==> src/rtl/clkdiv_pkg.sv <==
// Shared constants, controller states and sizing helper for the clock divider bank.
package clkdiv_pkg;

    localparam int unsigned DEFAULT_CLK_HZ = 100_000_000;
    localparam int unsigned FREQ_W         = 32;
    localparam int unsigned DIVISOR_W      = 33;

    typedef enum logic [1:0] {
        IDLE   = 2'd0,
        DIV    = 2'd1,
        COMMIT = 2'd2,
        ERR    = 2'd3
    } ctrl_state_e;

    // Channel index width, never narrower than one bit.
    function automatic int unsigned chan_idx_w(input int unsigned n);
        return (n > 1) ? $clog2(n) : 1;
    endfunction

endpackage

==> src/rtl/serial_divider.sv <==
// Restoring divider: 32-bit dividend, 33-bit divisor, one quotient bit per clock.
module serial_divider
    import clkdiv_pkg::*;
(
    input  logic                 clk,
    input  logic                 rst,
    input  logic                 start,
    input  logic [FREQ_W-1:0]    dividend,
    input  logic [DIVISOR_W-1:0] divisor,
    output logic [FREQ_W-1:0]    quotient,
    output logic                 done_c
);

    localparam int unsigned STEP_W = $clog2(FREQ_W + 1);

    logic [STEP_W-1:0]    steps;
    logic [DIVISOR_W-1:0] den;
    logic [DIVISOR_W-1:0] rem;
    logic [FREQ_W-1:0]    acc;
    logic [DIVISOR_W:0]   trial;
    logic [DIVISOR_W:0]   diff;

    // acc shifts the dividend out at the top while quotient bits enter at the bottom
    always_comb begin
        trial = {rem, acc[FREQ_W-1]};
        diff  = trial - {1'b0, den};
    end

    always_ff @(posedge clk or negedge rst) begin
        if (!rst) begin
            steps <= '0;
            den   <= '0;
            rem   <= '0;
            acc   <= '0;
        end else if (start) begin
            steps <= STEP_W'(FREQ_W);
            den   <= divisor;
            rem   <= '0;
            acc   <= dividend;
        end else if (steps != '0) begin
            steps <= steps - STEP_W'(1);
            if (!diff[DIVISOR_W]) begin
                rem <= diff[DIVISOR_W-1:0];
                acc <= {acc[FREQ_W-2:0], 1'b1};
            end else begin
                rem <= trial[DIVISOR_W-1:0];
                acc <= {acc[FREQ_W-2:0], 1'b0};
            end
        end
    end

    assign quotient = acc;
    // High during the final iteration; quotient is complete after this edge.
    assign done_c   = (steps == STEP_W'(1));

endmodule

==> src/rtl/clock_divider_bank.sv <==
// Multi-channel programmable clock generator; frequency requests are converted
// to half-period counts by one shared serial divider.
module clock_divider_bank
    import clkdiv_pkg::*;
#(
    parameter  int unsigned CLK_HZ   = DEFAULT_CLK_HZ,
    parameter  int unsigned CHANNELS = 4,
    parameter  int unsigned CNT_W    = 32,
    localparam int unsigned CHAN_W   = chan_idx_w(CHANNELS)
) (
    input  logic                clk,
    input  logic                rst,
    input  logic                cfg_valid,
    output logic                cfg_ready,
    input  logic [CHAN_W-1:0]   cfg_chan,
    input  logic [FREQ_W-1:0]   cfg_freq,
    output logic                cfg_err,
    input  logic [CHANNELS-1:0] en,
    output logic [CHANNELS-1:0] clk_out,
    output logic [CHANNELS-1:0] tick
);

    localparam int unsigned         CHAN_SPAN = 1 << CHAN_W;
    localparam logic [CHAN_SPAN-1:0] CHAN_OK  = {CHAN_SPAN{1'b1}} >> (CHAN_SPAN - CHANNELS);
    localparam logic [FREQ_W-1:0]   FREQ_MAX  = FREQ_W'(CLK_HZ / 2);
    localparam logic [FREQ_W-1:0]   DIVIDEND  = FREQ_W'(CLK_HZ);

    ctrl_state_e       state;
    ctrl_state_e       state_next;
    logic              accept_c;
    logic              in_range_c;
    logic              div_start_c;
    logic              div_done_c;
    logic              commit_c;
    logic [CHAN_W-1:0] chan_q;
    logic [FREQ_W-1:0] quotient;
    logic [CNT_W-1:0]  half;

    assign accept_c    = cfg_valid && cfg_ready;
    assign in_range_c  = (cfg_freq != '0) && (cfg_freq <= FREQ_MAX) && CHAN_OK[cfg_chan];
    assign div_start_c = accept_c && in_range_c;
    assign commit_c    = (state == COMMIT);
    assign half        = CNT_W'(quotient);

    serial_divider u_div (
        .clk      (clk),
        .rst      (rst),
        .start    (div_start_c),
        .dividend (DIVIDEND),
        .divisor  ({cfg_freq, 1'b0}),
        .quotient (quotient),
        .done_c   (div_done_c)
    );

    always_comb begin
        state_next = state;
        case (state)
            IDLE:    if (accept_c) state_next = in_range_c ? DIV : ERR;
            DIV:     if (div_done_c) state_next = COMMIT;
            COMMIT:  state_next = IDLE;
            ERR:     state_next = IDLE;
            default: state_next = IDLE;
        endcase
    end

    always_ff @(posedge clk or negedge rst) begin
        if (!rst) begin
            state     <= IDLE;
            cfg_ready <= 1'b1;
            cfg_err   <= 1'b0;
            chan_q    <= '0;
        end else begin
            state     <= state_next;
            cfg_ready <= (state_next == IDLE);
            cfg_err   <= (state == ERR);
            if (div_start_c) chan_q <= cfg_chan;
        end
    end

    for (genvar g = 0; g < CHANNELS; g++) begin : g_chan
        logic             configured;
        logic             clk_q;
        logic             tick_q;
        logic             commit_here;
        logic [CNT_W-1:0] active;
        logic [CNT_W-1:0] shadow;
        logic [CNT_W-1:0] cnt;

        assign commit_here = commit_c && (chan_q == CHAN_W'(g));

        // An idle channel takes a new rate immediately; a running one defers it to its next toggle.
        always_ff @(posedge clk or negedge rst) begin
            if (!rst) begin
                configured <= 1'b0;
                active     <= '0;
                shadow     <= '0;
                cnt        <= '0;
                clk_q      <= 1'b0;
                tick_q     <= 1'b0;
            end else if (commit_here && (!configured || !en[g])) begin
                configured <= 1'b1;
                active     <= half;
                shadow     <= half;
                cnt        <= '0;
                clk_q      <= 1'b0;
                tick_q     <= 1'b0;
            end else if (!configured || !en[g]) begin
                cnt        <= '0;
                clk_q      <= 1'b0;
                tick_q     <= 1'b0;
            end else begin
                if (commit_here) shadow <= half;
                if (cnt == active - CNT_W'(1)) begin
                    cnt    <= '0;
                    clk_q  <= !clk_q;
                    tick_q <= !clk_q;
                    active <= shadow;
                end else begin
                    cnt    <= cnt + CNT_W'(1);
                    tick_q <= 1'b0;
                end
            end
        end

        assign clk_out[g] = clk_q;
        assign tick[g]    = tick_q;
    end

endmodule

==> config.mk <==
export PLATFORM = sky130hd
export DESIGN_NAME = clock_divider_bank
export DESIGN_NICKNAME = d
export VERILOG_FILES = /design/src/rtl/clkdiv_pkg.sv /design/src/rtl/serial_divider.sv /design/src/rtl/clock_divider_bank.sv
export SDC_FILE = /design/constraint.sdc
export NUM_CORES = 1
export LEC_CHECK = 0
export ABC_AREA = 1
export CAP_MARGIN = 0
export CORE_ASPECT_RATIO = 1.25
export CORE_MARGIN = 5
export CORE_UTILIZATION = 55
export DETAILED_ROUTE_END_ITERATION = 16
export GPL_ROUTABILITY_DRIVEN = 0
export PLACE_DENSITY_LB_ADDON = 0.05
export SLEW_MARGIN = 20
export SYNTH_ARGS = -nofsm -noshare
export SYNTH_HDL_FRONTEND = slang
export SYNTH_SLANG_ARGS = --single-unit
==> constraint.sdc <==
create_clock -name clk -period 3.53 [get_ports clk]
set_input_delay 0.5295 -clock clk [delete_from_list [all_inputs] [get_ports clk]]
set_output_delay 0.5295 -clock clk [all_outputs]
set_load 0.01 [all_outputs]
* After elaboration in Yosys (flattened, before gate mapping)
Cells that the tools add are included.
** Word-level totals
- Output and inout port bits :: 10
- Logic and storage cells :: 188
- Input bits :: 41
- Bits in registers :: 505
** Cells by class
- Mux-type cells :: 74
- Reductions and logical operators :: 55
- Add/sub/neg operators :: 10
- $lt $le $gt $ge :: 2
- Equal/unequal tests :: 15
** Operators by type and width (count)
- 32-bit 2-to-1 mux :: 38
- 32-bit by 1-bit adder with 32-bit output, second input constant :: 4
- 32-bit == test :: 4
- 32-bit by 1-bit subtractor with 32-bit output, second input constant :: 4
- 33-bit 2-to-1 mux :: 3
- 34-bit by 33-bit subtractor with 34-bit output :: 1
- 32-bit by 26-bit less-or-equal comparator with 1-bit output, second input constant :: 1
- 32-bit nonzero test :: 1
- 1-bit 2-to-1 mux :: 26
- 2-bit nonzero test :: 9
- 2-bit AND reduction :: 8
- 1-bit logical AND :: 12
- 1-bit logical NOT :: 12
- 6-bit 2-to-1 mux :: 2
- 3-bit nonzero test :: 4
- 2-bit == test, second input constant :: 4
- 2-bit by 1-bit != test with 1-bit output, second input constant :: 4
- 6-bit by 1-bit == test with 1-bit output, second input constant :: 1
- 2-bit logical NOT :: 3
- 2-bit 2-to-1 mux :: 3
- 2-bit case mux with 3 select lines :: 1
- 6-bit nonzero test :: 1
- 6-bit by 1-bit subtractor with 6-bit output, second input constant :: 1
- 2-bit by 1-bit == test with 1-bit output, second input constant :: 2
- 4 further kinds :: 7

* Logic depth before layout (Yosys ltp)
Gate-level depths: netlist of run 1.
- Word-level depth :: 7
- Depth in mapped cells :: 19
- Mapped depth without buffers :: 17

* By module
From an unflattened synthesis of run 1, not the netlist that was laid out.
** Unflattened totals
- Cells, all modules :: 4640
- Area, all modules :: 31983.2 sq um
** Modules (own cells, without submodules)
- clock_divider_bank :: area an instance 24692.4 sq um, seq. area each 10060.9 sq um, cells an instance 3543, times used 1
- serial_divider :: area an instance 7290.7 sq um, seq. area each 2602.5 sq um, cells an instance 1097, times used 1

* Worst setup path before layout of run 1
Ideal clock, no wire load.
- Path kind :: register -> register
- Start point :: register u_div.rem[0]
- End point :: register u_div.rem[18]
- Slack :: 1.075 ns
- Path buffers :: 2
- Cell stages (with the launch flop) :: 20
- Setup time :: 0.117 ns
- Clock period less this slack :: 2.455 ns
- Required time :: 3.413 ns
- Arrival :: 2.338 ns
- Cells stage by stage :: dfrtp_1 > inv_1 > ha_1 > fa_1 > inv_1 > nand3_1 > nand2_1 > nand2_1 > nand3_1 > nand2_1 > nand2_1 > nand4_1 > nand2_1 > nand2_1 > nand2_1 > buf_4 > buf_2 > nand2_1 > nand3_1 > nand2_1
** Between the ends
- Word-level cells in the longest chain between the ends :: 4
** Ends and longest elaborated chain
- from (decl) :: RTL line serial_divider.sv:18 : logic [DIVISOR_W-1:0] rem;
- from (signal assigned) :: RTL line serial_divider.sv:43 : rem <= diff[DIVISOR_W-1:0];
- from (signal assigned) :: RTL line serial_divider.sv:46 : rem <= trial[DIVISOR_W-1:0];
- 34-bit by 33-bit subtractor with 34-bit output :: RTL line serial_divider.sv:26 : diff = trial - {1'b0, den};
- 33-bit 2-to-1 mux :: RTL line serial_divider.sv:42 : if (!diff[DIVISOR_W]) begin
- 33-bit 2-to-1 mux :: RTL line serial_divider.sv:40 : end else if (steps != '0) begin
- 33-bit 2-to-1 mux :: RTL line serial_divider.sv:35 : end else if (start) begin
No other way between the ends. The select of a mux whose other input is x is not followed.
A chain may end at the register's enable or synchronous reset.

* Worst setup path in the final report of run 1
- Start point :: register u_div.den[1]
- End point :: register u_div.rem[3]
** Between the ends
- Word-level cells in the longest chain between the ends :: 4
** Ends and longest elaborated chain
- from (decl) :: RTL line serial_divider.sv:17 : logic [DIVISOR_W-1:0] den;
- from (signal assigned) :: RTL line serial_divider.sv:37 : den <= divisor;
- 34-bit by 33-bit subtractor with 34-bit output :: RTL line serial_divider.sv:26
- 33-bit 2-to-1 mux :: RTL line serial_divider.sv:42
- 33-bit 2-to-1 mux :: RTL line serial_divider.sv:40
- 33-bit 2-to-1 mux :: RTL line serial_divider.sv:35
No other way between the ends. The select of a mux whose other input is x is not followed.

==> results of run 1 <==
-- metal layers --
layer / GRT usage, % / wire length (um)
met5: 0 / 0
met4: 6.81 / 2030
met3: 4.00 / 3260
met2: 43.1 / 36100
met1: 35.0 / 34300
-- power by group through the flow --
stage	sequential [uW]	clock (uW)	combinational, uW
6_report	7620	5870	9360
4_1_cts	7610	6000	9330
5_1_grt	7760	6250	10700
3_3_place_gp	7690	0	9130
3_5_place_dp	7700	0	9290
2_1_floorplan	7490	0	6930
-- cells by family (layout without fill, tap and decap cells) --
kind of cell / count (synthesis) / after routing / synth area share (%)
AOI/OAI and AO/OA: 496 / 496 / 8.61
buffers and inverters: 534 / 578 / 7.30
adders and majority gates: 43 / 43 / 1.82
xor gates and xnor gates: 234 / 234 / 6.82
and+or+nand+nor: 2367 / 2367 / 33.4
DFF: 505 / 505 / 42.1
-- through the flow --
stage	total power [uW]	std cells	setup slack, ps	instance area, um2	hold slack [ps]
6_report	22800	4950	544	32900	464
4_1_cts	22900	4950	566	32900	467
5_1_grt	24700	4950	174	32900	480
3_3_place_gp	16800	4856	379	31100	450
3_5_place_dp	17000	4856	309	31100	452
2_1_floorplan	14400	4179	1070	30100	234
-- Yosys cell counts (2+ instances only) --
master / number / area (um2)
nand2_1: 1270 / 4770
nor2_1: 541 / 2030
dfrtp_1: 504 / 12600
inv_1: 389 / 1460
o21ai_0: 348 / 1740
nand3_1: 299 / 1500
xor2_1: 130 / 1140
xnor2_1: 104 / 911
a21oi_1: 71 / 355
nand4_1: 67 / 419
clkbuf_1: 63 / 236
nor3_1: 55 / 275
ha_1: 42 / 526
nor2_2: 35 / 219
buf_2: 31 / 155
o21ai_1: 24 / 120
nand3b_1: 23 / 173
o22ai_1: 23 / 144
nand2_2: 17 / 106
buf_4: 16 / 120
nor4_1: 15 / 93.8
buf_1: 14 / 52.6
o21bai_1: 13 / 97.6
buf_6: 12 / 135
or2_2: 12 / 75.1
inv_2: 9 / 33.8
nor2_4: 7 / 78.8
a21o_1: 6 / 45.0
and2_1: 5 / 31.3
nand2_4: 5 / 56.3
nor3_2: 5 / 50.1
nand4_4: 4 / 85.1
a31oi_1: 3 / 18.8
a21boi_0: 2 / 15.0
nor2_8: 2 / 40.0
nor3b_1: 2 / 15.0
o21a_1: 2 / 15.0
-- registers in the layout, summed over array words and instances, names as in the netlist --
signal	count
cfg_ready	1
u_div.steps	6
state	2
cfg_err	1
u_div.quotient	32
g_chan.shadow	128
chan_q	2
u_div.den	32
g_chan.configured	4
g_chan.tick_q	4
g_chan.cnt	128
u_div.rem	33
g_chan.clk_q	4
g_chan.active	128
-- area by class of cell --
class                           count  area, um2
Fill cell                        5093      21000
Multi-Input combinational cell   3140      15200
Sequential cell                   505      12600
Clock buffer                       75       1550
Inverter                          398       1490
Tap cell                          727        910
Timing Repair Buffer               87        861
Clock inverter                     18        255
-- path summary, 6_finish.rpt --
path | from | endpoint | slack [ps] | depth (start not counted)
max | u_div.den[1] | u_div.rem[3] | 540 | 16
min | rst | g_chan[0].active[1] | 460 | 2
max reg2reg | u_div.den[1] | u_div.rem[3] | 540 | 16
min reg2reg | u_div.den[29] | u_div.den[29] | 470 | 2
max in group asynchronous | rst | cfg_ready | 2080 | 3
min in group clk | u_div.den[29] | u_div.den[29] | 470 | 2
-- worst max-delay path, stage by stage, from the launching register on --
cell and delay [ps]:
dfrtp_1 420, ha_1 220, fa_1 380, inv_1 140
nand3_1 80, nand2_1 130, nand2_1 70, nand3_1 120
nand2_1 70, nand2_1 140, nand4_1 140, nand2_1 120
nand2_1 60, nand2_2 400, o21ai_0 180, nand3_1 110
nand2_1 60
==> results.yml, run 1 <==
outcome:
  outcome: "complete, no violations"
finish:
  final_common_cell: "nand2_1"
  fin_util_pct: 61.0
  final_cell_mix: "1266 x nand2_1, 541 x nor2_1, 504 x dfrtp_1, 389 x inv_1, 348 x o21ai_0"
  n_antenna_cell: 0
  area_growth_pct: 9.61
  drive_gt1_share_pct: 5.28
  final_nets: 4269
global_routing:
  grt-ovfl-total: 0
  grtUsageTotal_pct: 25.7
  antenna_found_initial: 2
  grt_pass1_vias: 24900
  grt_max_degree: 96
  grt_pass1_wl_um: 127000
synthesis:
  syn-instance-count: 4179
  synth_flop_cell: "dfrtp_1"
  synthArstFlopShare_pct: 100
  synth.yosys.seq_area_share_pct: 42.1
  synth_seq_cells: 505
  syn_nets: 4263
  netlist_area_um2: 30100
  yosysWarnings: 0
  synth_cell_type_count: 46
  avgSynthCellArea_um2: 7.19
  synth-edff-count: 0
power:
  leakage_uw: 0.0167
  p_sw_share_pct: 41.4
  sequentialPowerShare_pct: 33.4
  p_int_uw: 13400
  switching_power_uw: 9460
  clkPwrFrac_pct: 25.7
  combinationalPowerShare_pct: 41.0
  ir_drop_v: 0.000480
  power_density_nw_per_um2: 694
routing:
  ant_nets: 0
  first_iter_violations: 2025
  vias: 26100
  viasPerCell: 5.26
  drt_wl_total_um: 75700
  drc_errors: 0
  first_pass_iters: 7
  wl_per_cell_um: 15.3
timing:
  setup_viol: 0
  finalClockSkew_ps: 19.2
  tightest_slew_ps: 878
  grt_setup_unrepaired: "false"
  maxSlewHeadroom_pct: 41.4
  min_period_over_period_pct: 84.6
  fmax_ghz: 0.335
  slew_viol_final: 0
  period_needed_ps: 2990
  tns_ps: 0
  hold_viol: 0
clock_tree:
  h-tree-depth: 2
  postCtsHoldBufs: 1
  insertion_delay_ps: 620
  clk_pin_slew_ps: 60
  ctsRootBufferMaster: "clkbuf_16"
  postCtsSetupRepairBufs: 0
  clk_path_buf_depth: 3
  numCtsBuffers: 53
  cts_num_sinks: 505
  cts_tree: "built"
  post_cts_resize_count: 0
flow_run:
  max_cap_viol_count: 0
floorplan:
  start_util_pct: 55.7
  design.portCount: 51
  die-height_um: 271
  die_width_um: 219
  rows: 95
  core_area_um2: 54000
  fp.dieArea_um2: 59400
setup_path:
  startpoint_type: "flop"
  worstPathRequired_ps: 4030
  critical_path_class: "flop to flop"
  crit_arrival_ps: 3490
  crit_path_end_kind: "flop"
  path_max_fanout: 27
placed_design:
  io_buffers: 50
  dp.final_hpwl_um: 54500
worst_hold_path:
  hold_path.class: "input port to asynchronous set/reset pin"
(Power assumes the default switching activity.)
==> inputs of run 2 (changes only) <==
==> constraint.sdc (replaced) <==
create_clock -name clk -period 2.55 [get_ports clk]
set_input_delay 0.3825 -clock clk [delete_from_list [all_inputs] [get_ports clk]]
set_output_delay 0.3825 -clock clk [all_outputs]
set_load 0.01 [all_outputs]
==> results.yml, run 2 (same netlist as run 1, synthesis figures left out) <==
finish:
  final_cell_mix: "1229 x nand2_1, 518 x nor2_1, 503 x dfrtp_1, 387 x inv_1, 327 x o21ai_0"
  final_common_cell: "nand2_1"
  final_nets: 4387
  final_cell_area_um2: 34600
  n_antenna_cell: 0
  fin_util_pct: 64.1
  area_growth_pct: 15.1
  reg_top3: "g_chan.active (128), g_chan.cnt (128), g_chan.shadow (128)"
  drive_gt1_share_pct: 9.85
setup_path:
  crit_chain: "ha_1, nand2_1, nor2_1, inv_1, nor3_1, nand2_2, nand2_2, nand4_1, nand2_2, nand2_2, nand2_4, clkbuf_16, nand2_1, nand3_1, o21ai_1"
  r2r_cells: 15
  slowest_stage: "dfrtp_1"
  startpoint_type: "flop"
  crit_family: "simple AND/OR/NAND/NOR gates"
  worstReg2RegEnd: "u_div.rem[1]"
  r2r-start: "u_div.rem[13]"
  crit_arrival_ps: 3040
  max_stage_delay_ps: 430
  cp_common_cell: "nand2_2"
  crit_end: "u_div.rem[1]"
  worst-path-stages: 15
  reg2reg_slack_ps: 0.1
  crit_path_end_kind: "flop"
  crit_buf_inv: 2
  critPathLaunch: "u_div.rem[13]"
  path_max_fanout: 7
  critical_path_class: "flop to flop"
  worstPathRequired_ps: 3040
global_routing:
  grt_pass1_vias: 25300
  grt_max_degree: 98
  grt_pass1_wl_um: 130000
  grtUsageTotal_pct: 26.2
  grt-ovfl-total: 0
  antenna_found_initial: 1
power:
  power_density_nw_per_um2: 965
  leakage_uw: 0.0175
  p_total_uw: 33400
  ir_drop_v: 0.000703
clock_tree:
  h-tree-depth: 2
  numCtsBuffers: 52
  cts_num_sinks: 505
  clk_path_buf_depth: 3
  clk_pin_slew_ps: 60
  cts_tree: "built"
  insertion_delay_ps: 610
  ctsRootBufferMaster: "clkbuf_16"
flow_run:
  max_cap_viol_count: 0
timing:
  period_needed_ps: 2550
  hold_viol: 0
  setup_viol: 0
  slew_viol_final: 0
  tightest_slew_ps: 941
  grt_setup_unrepaired: "true"
  min_period_over_period_pct: 100
  fmax_ghz: 0.392
  tns_ps: 0
  maxSlewHeadroom_pct: 37.3
  finalClockSkew_ps: 28.9
floorplan:
  core_area_um2: 54000
  die_width_um: 219
  fp.dieArea_um2: 59400
  start_util_pct: 55.7
  rows: 95
  design.portCount: 51
  die-height_um: 271
outcome:
  outcome: "complete, no violations"
routing:
  viasPerCell: 5.30
  first_pass_iters: 6
  first_iter_violations: 1870
  vias: 26900
  ant_nets: 0
  wl_per_cell_um: 15.5
  drc_errors: 0
  drt_wl_total_um: 78700
placed_design:
  dp.final_hpwl_um: 56000
  placed_area_um2: 32000
  io_buffers: 50
worst_hold_path:
  hold_path.class: "input port to asynchronous set/reset pin"
run 2: worst min-delay path by stage:
stage,endpoint,slack [ps],cells past startpoint
after floorplan,cfg_err,90,0
after global placement,g_chan[1].cnt[2],360,1
after detailed placement,g_chan[0].cnt[0],370,1
after CTS,g_chan[0].active[0],320,2
after global routing,chan_q[1],330,3
final,g_chan[1].cnt[2],320,2
run 2: final cells by class:
class	count	area, um2
Fill cell	5048	19400
Multi-Input combinational cell	3141	15700
Sequential cell	505	12600
Timing Repair Buffer	205	2160
Clock buffer	75	1510
Inverter	398	1490
Tap cell	727	910
Clock inverter	19	214
run 2: layer usage:
layer	part of all wire (%)	wire [um]	track usage, %
met1	45	35400	36.0
met5	0	0	0
met4	2.2	1750	6.23
met3	3.7	2880	2.81
met2	49	38600	44.7
run 2: where the power goes:
group          total (uW)  switching (uW)  internal, uW  leakage (uW)
combinational       15000            9530          5510       0.00990
clock                7780            3270          4510      0.000845
sequential          10600            1070          9520       0.00671
run 2: repair_timing:
item,4_1_cts,5_1_grt
cloned,1,7
hold buffers,1,0
hold endpoints to repair,43,0
pin swaps,3,32
setup endpoints to repair,32,294
resized for setup,8,141
buffers inserted,2,21
run 2: metrics by stage:
step / std cells / hold slack, ps / setup slack (ps)
6_report: 5070 / 318 / 0.0964
5_1_grt: 5070 / 333 / -128
4_1_cts: 5043 / 319 / -8.43
3_5_place_dp: 4945 / 373 / -345
3_3_place_gp: 4945 / 364 / -310
2_1_floorplan: 4179 / 86.9 / 94.7
==> inputs of run 3 (changes only) <==
--- a/config.mk
+++ b/config.mk
@@ -8,7 +8,7 @@
 export ABC_AREA = 1
 export CAP_MARGIN = 0
 export CORE_ASPECT_RATIO = 1.25
-export CORE_MARGIN = 5
+export CORE_MARGIN = 3
 export CORE_UTILIZATION = 55
 export DETAILED_ROUTE_END_ITERATION = 16
 export GPL_ROUTABILITY_DRIVEN = 0
==> results.yml, run 3 (same netlist as run 1, synthesis figures left out) <==
timing:
  tns_ps: -18.6
  timing.final.ws_setup_ps: -18.6
  slew_viol_final: 0
  hold_viol: 0
  whs_ps: 322
  maxSlewHeadroom_pct: 42.0
  period_needed_ps: 2570
  min_period_over_period_pct: 101
  setup_viol: 1
  finalClockSkew_ps: 24.2
  fmax_ghz: 0.389
  grt_setup_unrepaired: "true"
  tightest_slew_ps: 869
routing:
  first_pass_iters: 5
  drc_errors: 0
  first_iter_violations: 1991
  ant_nets: 0
  vias: 27100
  drt_wl_total_um: 79800
  wl_per_cell_um: 15.7
  viasPerCell: 5.34
setup_path:
  cp_common_cell: "nand2_2"
  slowest_stage: "dfrtp_1"
  critical_path_class: "flop to flop"
  crit_chain: "ha_2, fa_2, inv_2, nand3_2, nand2_2, nand2_2, nand3_2, nand2_2, nand2_2, nand4_1, nand2_2, nand2_2, nand2_8, buf_8, nand2_1, nand3_1, o21ai_1"
  crit_arrival_ps: 3060
  worstPathRequired_ps: 3040
  path_max_fanout: 8
  max_stage_delay_ps: 440
  crit_path_end_kind: "flop"
  startpoint_type: "flop"
global_routing:
  grt-ovfl-total: 0
  grtUsageTotal_pct: 26.9
  grt_max_degree: 75
  antenna_found_initial: 1
  grt_pass1_vias: 25400
  grt_pass1_wl_um: 128000
power:
  ir_drop_v: 0.000673
  leakage_uw: 0.0177
  power_density_nw_per_um2: 977
clock_tree:
  cts_tree: "built"
  cts_num_sinks: 505
  clk_pin_slew_ps: 60
  clk_path_buf_depth: 3
  h-tree-depth: 2
  insertion_delay_ps: 620
  numCtsBuffers: 52
  ctsRootBufferMaster: "clkbuf_16"
outcome:
  outcome: "complete, but fails checks"
  failed_checks: "negative setup slack"
finish:
  n_antenna_cell: 0
  final_nets: 4400
  final_common_cell: "nand2_1"
  fillers: 4858
  reg_top3: "g_chan.active (128), g_chan.cnt (128), g_chan.shadow (128)"
  area_growth_pct: 17.0
  drive_gt1_share_pct: 11.7
  final_cell_mix: "1217 x nand2_1, 495 x dfrtp_1, 489 x nor2_1, 385 x inv_1, 328 x o21ai_0"
floorplan:
  core_area_um2: 54000
  design.portCount: 51
  die_width_um: 215
  die-height_um: 267
  start_util_pct: 55.7
  rows: 95
  fp.dieArea_um2: 57500
placed_design:
  dp.final_hpwl_um: 55900
  io_buffers: 50
worst_hold_path:
  hold_path.class: "input port to asynchronous set/reset pin"
flow_run:
  max_cap_viol_count: 0
[run 3: cell types whose count changed in the layout (fill, tap and decap cells not counted), moves of 9 or more]
cell / previous run / this run
nand2_1: 1229 / 1217
o21ai_2: 1 / 11
nor2_1: 518 / 489
o21ai_1: 44 / 33
nand2_2: 52 / 61
nor2_2: 40 / 70
[run 3: final timing paths]
| path | start | to | slack [ps] | cells past startpoint |
|---|---|---|---|---|
| setup / recovery | u_div.den[1] | u_div.rem[1] | -20 | 17 |
| hold / removal | rst | g_chan[1].active[0] | 320 | 2 |
| setup reg to reg | u_div.den[1] | u_div.rem[1] | -20 | 17 |
| hold reg to reg | u_div.den[31] | u_div.den[31] | 470 | 2 |
| max in group asynchronous | rst | u_div.den[20] | 1460 | 4 |
| min in group clk | cfg_freq[0] | u_div.den[1] | 350 | 3 |
[run 3: timing repair]
action,in CTS,in global routing
pin swaps,0,57
endpoints found under the hold margin,41,0
gates cloned,0,16
endpoints found under the setup margin,14,293
buffers inserted,0,34
hold buffers,1,0
resized for setup,3,236
[run 3: final cells by class]
class                           instances  area (um2)  area share (%)
Tap cell                              727         910            2.59
Inverter                              398        1490            4.25
Clock buffer                           75        1470            4.17
Clock inverter                         21         357            1.01
Multi-Input combinational cell       3143       15900            45.3
Timing Repair Buffer                  216        2350            6.68
Sequential cell                       505       12600            36.0
[run 3: per-stage QoR]
| step | total power (uW) | instances | setup WS, ps | util (%) | instance area [um2] |
|---|---|---|---|---|---|
| 5_1_grt | 37000 | 5085 | -204 | 65.2 | 35200 |
| 3_5_place_dp | 24100 | 4938 | -182 | 59.3 | 32000 |
| 2_1_floorplan | 20000 | 4179 | 94.7 | - | 30100 |
| 4_1_cts | 32300 | 5035 | -19.7 | 62.7 | 33900 |
| 3_3_place_gp | 23800 | 4938 | -164 | 59.3 | 32000 |
| 6_report | 34400 | 5085 | -18.6 | 65.2 | 35200 |
[run 3: where the power goes]
part / internal, uW / switching [uW] / total (uW)
clock network: 4830 / 3360 / 8200
logic: 5730 / 9850 / 15600
registers: 9520 / 1060 / 10600
[run 3: worst max-delay path: cells and delay by family (launching register included)]
kind	cells	cell delay, ps
compound gates	1	60
fa+ha+maj	2	590
buf+inv	2	210
flops	1	440
simple gates	12	1130
[run 3: routing by layer]
| layer | routed length, um | global-route usage [%] | up-vias |
|---|---|---|---|
| met1 | 35100 | 35.3 | 12800 |
| met5 | 0 | 0 | - |
| met4 | 2560 | 8.97 | 0 |
| li1 | - | - | 13600 |
| met2 | 38700 | 46.1 | 560 |
| met3 | 3420 | 3.78 | 152 |
